[config.mk]
export PLATFORM = sky130hd
export DESIGN_NAME = systolic_iact_feeder
export DESIGN_NICKNAME = d
export VERILOG_FILES = /design/src/rtl/systolic_iact_feeder.sv
export SDC_FILE = /design/constraint.sdc
export NUM_CORES = 1
export LEC_CHECK = 0
export ABC_CLOCK_PERIOD_IN_PS = 1800
export BUFFER_PORTS_ARGS = -buffer_cell sky130_fd_sc_hd__buf_4
export CAP_MARGIN = 0
export CORE_AREA = 2 2 100 102
export DETAILED_ROUTE_END_ITERATION = 6
export DIE_AREA = 0 0 102 104
export PLACE_DENSITY = 0.81
export REMOVE_ABC_BUFFERS = 1
export SLEW_MARGIN = 0
export SYNTH_ARGS = -nofsm -noshare
export SYNTH_HDL_FRONTEND = slang
export SYNTH_SLANG_ARGS = --single-unit
[constraint.sdc]
create_clock -name clk -period 1.8 [get_ports clk]
set_input_delay 0.18 -clock clk [delete_from_list [all_inputs] [get_ports clk]]
set_output_delay 0.18 -clock clk [all_outputs]
set_load 0.05 [all_outputs]
[src/rtl/systolic_iact_feeder.sv]
// rtl/systolic_iact_feeder.sv - skewed input-activation feeder for the left edge of the PE array
module systolic_iact_feeder #(
    parameter int N      = 4,   // array rows / lanes
    parameter int DATA_W = 16,  // activation width
    parameter int SKEW   = 1    // per-lane delay step in cycles
) (
    input  logic                clk,         // rising-edge clock
    input  logic                rst_n,       // synchronous active-low reset
    input  logic                in_valid,    // upstream vector valid
    output logic                in_ready,    // feeder can accept a vector
    input  logic [N*DATA_W-1:0] in_vec,      // lane i = [i*DATA_W +: DATA_W]
    input  logic                in_last,     // final vector of the tile
    output logic [N*DATA_W-1:0] iact_out,    // lane i feeds row i, column 0
    output logic [N-1:0]        iact_valid,  // per-lane valid
    output logic                busy,        // not idle
    output logic                done         // tile fully presented
);

    localparam int DRAIN_CYC = (N - 1) * SKEW;
    localparam int CNT_W     = (DRAIN_CYC == 0) ? 1 : $clog2(DRAIN_CYC + 1);

    typedef enum logic [1:0] {IDLE, STREAM, DRAIN, DONE} state_t;

    state_t            state;
    state_t            state_nxt;
    logic [CNT_W-1:0]  drain_cnt;
    logic              accept;

    assign accept = in_valid && in_ready;

    always_ff @(posedge clk) begin
        if (!rst_n) begin
            state <= IDLE;
        end else begin
            state <= state_nxt;
        end
    end

    always_comb begin
        state_nxt = state;
        case (state)
            IDLE:    if (accept) state_nxt = in_last ? DRAIN : STREAM;
            STREAM:  if (accept && in_last) state_nxt = DRAIN;
            DRAIN:   if (drain_cnt == '0) state_nxt = DONE;
            DONE:    state_nxt = IDLE;
            default: state_nxt = IDLE;
        endcase
    end

    always_comb begin
        in_ready = 1'b0;
        busy     = 1'b0;
        done     = 1'b0;
        case (state)
            IDLE:    in_ready = 1'b1;
            STREAM:  begin in_ready = 1'b1; busy = 1'b1; end
            DRAIN:   busy = 1'b1;
            DONE:    begin busy = 1'b1; done = 1'b1; end
            default: in_ready = 1'b0;
        endcase
    end

    // Counter covers the extra cycles the deepest lane needs after the
    // final accept; it is loaded on the transition into DRAIN.
    always_ff @(posedge clk) begin
        if (!rst_n) begin
            drain_cnt <= '0;
        end else if (state != DRAIN && state_nxt == DRAIN) begin
            drain_cnt <= CNT_W'(DRAIN_CYC);
        end else if (state == DRAIN && drain_cnt != '0) begin
            drain_cnt <= drain_cnt - CNT_W'(1);
        end
    end

    for (genvar i = 0; i < N; i++) begin : g_lane
        localparam int DEPTH = 1 + i * SKEW;

        logic [DATA_W-1:0] sh_data [DEPTH];
        logic              sh_vld  [DEPTH];

        // Stage 0 loads zero on non-accept cycles so bubbles carry no stale data.
        always_ff @(posedge clk) begin
            if (!rst_n) begin
                for (int k = 0; k < DEPTH; k++) begin
                    sh_data[k] <= '0;
                    sh_vld[k]  <= 1'b0;
                end
            end else begin
                sh_data[0] <= accept ? in_vec[i*DATA_W +: DATA_W] : '0;
                sh_vld[0]  <= accept;
                for (int k = 1; k < DEPTH; k++) begin
                    sh_data[k] <= sh_data[k-1];
                    sh_vld[k]  <= sh_vld[k-1];
                end
            end
        end

        assign iact_out[i*DATA_W +: DATA_W] = sh_vld[DEPTH-1] ? sh_data[DEPTH-1] : '0;
        assign iact_valid[i]                = sh_vld[DEPTH-1];
    end

endmodule

==> summary.txt <==
Outcome -> complete, no violations
Drt total wl -> 9577 µm
DP HPWL -> 5385 µm
Period Utilization, post-route -> 0.9042
Area Growth Syn to Fin -> 45.78%
First-pass GRT wire length -> 15,130 µm
Wire per inst -> 12.18 µm
Area leader, netlist -> dfxtp_1
Data required time of the worst path -> 1620 ps
# port buffers -> 138
RSZ-0062 raised after global routing -> no
Hold path start -> rst_n
Synthesized area -> 5089 µm²
CORE AREA -> 9549 µm²
Num ports -> 139
Leakage power -> 3.359 nW
Inserted Clock Buffers -> 17
Rows -> 36
Slew Limit Fails -> 0
CP Launch Type -> flop
Worst-path clk slew -> 60 ps
Routed Antenna Nets -> 0
WP data arrival -> 1450 ps
Yosys warning count -> 0
Cell variety after synth -> 24
Clock sink count -> 169
Number of synthesized flops with an enable pin -> 0
Initial antenna violation count -> 0
Routability cong. -> 0.7065
CP Capture Type -> output port
Hold path depth -> 3
Max Freq -> 0.6144 GHz
Clock share of power -> 0.440
Launch point of the worst reg-to-reg path -> drain_cnt[0]$_SDFFE_PN0P_
Yosys top cell area share -> 0.6649
Flop pwr share -> 0.498
R2r worst-path depth -> 5
Pwr Total -> 0.007828 W
Die width -> 102 µm
Sw frac -> 0.2041
Max-cap violations -> 0
Initial DRT Pass Iterations -> 4
Leading post-synthesis cells by cell area -> dfxtp_1, and2_1, buf_6, clkbuf_1, a21boi_0
WS Path Type -> reg2out
Die Y -> 104 µm
Drt drc -> 0
Area of placed instances -> 6172 µm²
Layout cells sized above 1 -> 0.2711
Total GRT Usage -> 0.1868
Root buf cell -> clkbuf_8
Comb power frac -> 0.062
Fin area -> 7418 µm²
Initial detailed-routing violation count -> 50
Gate Count Post-Synth -> 440
Maximum clock path buffer count -> 2
Sum Neg Setup Slack -> 0 ps
Final hold vios -> 0
Via/cell ratio -> 4.219
Vias in the first global route -> 3,286
Gr ovfl total -> 0
Pwr/cell area -> 1055 nW/µm²
H-tree levels -> 4
Hold Crit Class -> in2reg
Average cell area after synthesis -> 11.57 µm²
Final setup fails -> 0
Worst-Margin Slew -> 538.1 ps
Internal Power -> 0.006230 W
Relative slew slack -> 0.6413
Diodes inserted -> 0
Largest net degree at the start of global routing -> 105
Prevailing post-synth register cell -> dfxtp_1
Peak supply drop -> 0.5768 mV
CP startpoint -> g_lane[3].sh_vld[0][1]$_SDFF_PN0_
Crit-path max FO -> 18
DR vias -> 3,316
End-of-flow core utilization -> 0.7769
Die area -> 10,610 µm²
Clock skew -> 6.957 ps
Fin crit period -> 1628 ps
Register bit total from synthesis -> 169
Net switching power -> 0.001598 W
Initial Utilization -> 0.5329
# fillers -> 587
Ys async rst share -> 0
Seq/Total Area, Yosys -> 0.6649
CTS tree -> built
Clock Latency Late Sink -> 510 ps
Fin nets -> 709
[stage by stage]
stage	setup WS, ps	instances	hold slack (ps)
2_1_floorplan	333.5	416	301.7
3_3_place_gp	569.7	688	381.0
3_5_place_dp	481.2	688	384.5
4_1_cts	31.55	786	212.6
5_1_grt	110.1	786	226.0
6_report	172.4	786	225.7
[flip-flops by register name, summed over array words and instances (netlist names)]
name and flops:
state 2, g_lane.sh_data 160, drain_cnt 2, g_lane.sh_vld 5
[layout make-up]
cell class,count,area [µm²],area share
clock inverter,10,117.6,0.01585
clock buffer,22,462.9,0.06241
multi-input combinational,244,1555,0.2096
timing repair buffer,205,1717,0.2314
inverter,3,11.26,0.001518
tap,133,166.4,0.02243
sequential,169,3388,0.4567
[worst max-delay path, cell delays in order, from the launching register on]
cell     delay, ps
dfxtp_2        500
and2_1         230
buf_4          210
[synth_stat cells (2+ instances only)]
master and n:
and2_1 228, buf_4 2, buf_6 5, dfxtp_1 169, clkbuf_1 14, inv_1 2, a21boi_0 2, buf_2 2
[power groups by stage]
stage | sequential (W) | combinational (W) | clock, W
finish | 0.00390 | 0.000485 | 0.00344
global route | 0.00391 | 0.000524 | 0.00369
CTS | 0.00390 | 0.000484 | 0.00352
detailed placement | 0.00398 | 0.000368 | 0
global placement | 0.00397 | 0.000353 | 0
floorplan | 0.00398 | 0.000162 | 0
[cell families after synthesis]
kind of cell	Yosys count	share of synthesized area
AND/OR/NAND/NOR	236	0.2919
flip-flops	169	0.6649
buffers and inverters	27	0.02950
AO/OA/AOI/OAI	5	0.007623
XOR/XNOR	1	0.001721
multiplexers	1	0.001967
adder cells (fa/ha/maj)	1	0.002458
[layer usage]
layer  GRT usage  vias up  share of wire
met5           0        -              0
li1            -     1729              -
met2      0.3393       84           0.55
met1      0.1897     1482           0.39
met3     0.04839       21          0.040
met4      0.1019        0          0.027
[path summary, 6_finish.rpt]
path	to	slack, ps
worst max-delay path	iact_out[31]	170
worst min-delay path	state[0]$_SDFF_PN0_	230
worst max register to register	drain_cnt[1]$_SDFFE_PN0P_	490
worst min register to register	g_lane[3].sh_data[0][37]$_SDFF_PN0_	420
[placed cells by master (no fill, tap or decap)]
cell,instances
clkbuf_16,16
nand2b_1,1
dfxtp_1,165
buf_12,1
and2_1,228
clkinv_4,1
or2_2,1
dlygate4sd3_1,66
a21boi_1,1
mux2i_1,1
xnor2_1,1
and3_4,1
clkbuf_8,4
ha_1,1
buf_4,138
inv_6,1
o211ai_1,1
inv_1,2
dfxtp_2,4
nor3b_2,1
inv_2,1
nand3b_1,1
clkbuf_1,2
a21boi_0,2
clkinvlp_4,4
and3_1,1
clkinv_2,2
bufinv_16,2
nand3_1,1
nand2_1,1
a22o_1,1
[repair_timing]
action,4_1_cts,5_1_grt
hold endpoints to repair,68,0
hold buffers,66,0
setup endpoints to repair,16,12
buffers inserted,0,0
gates resized for setup,1,3
No activity file was read; power rests on OpenSTA's default activity.
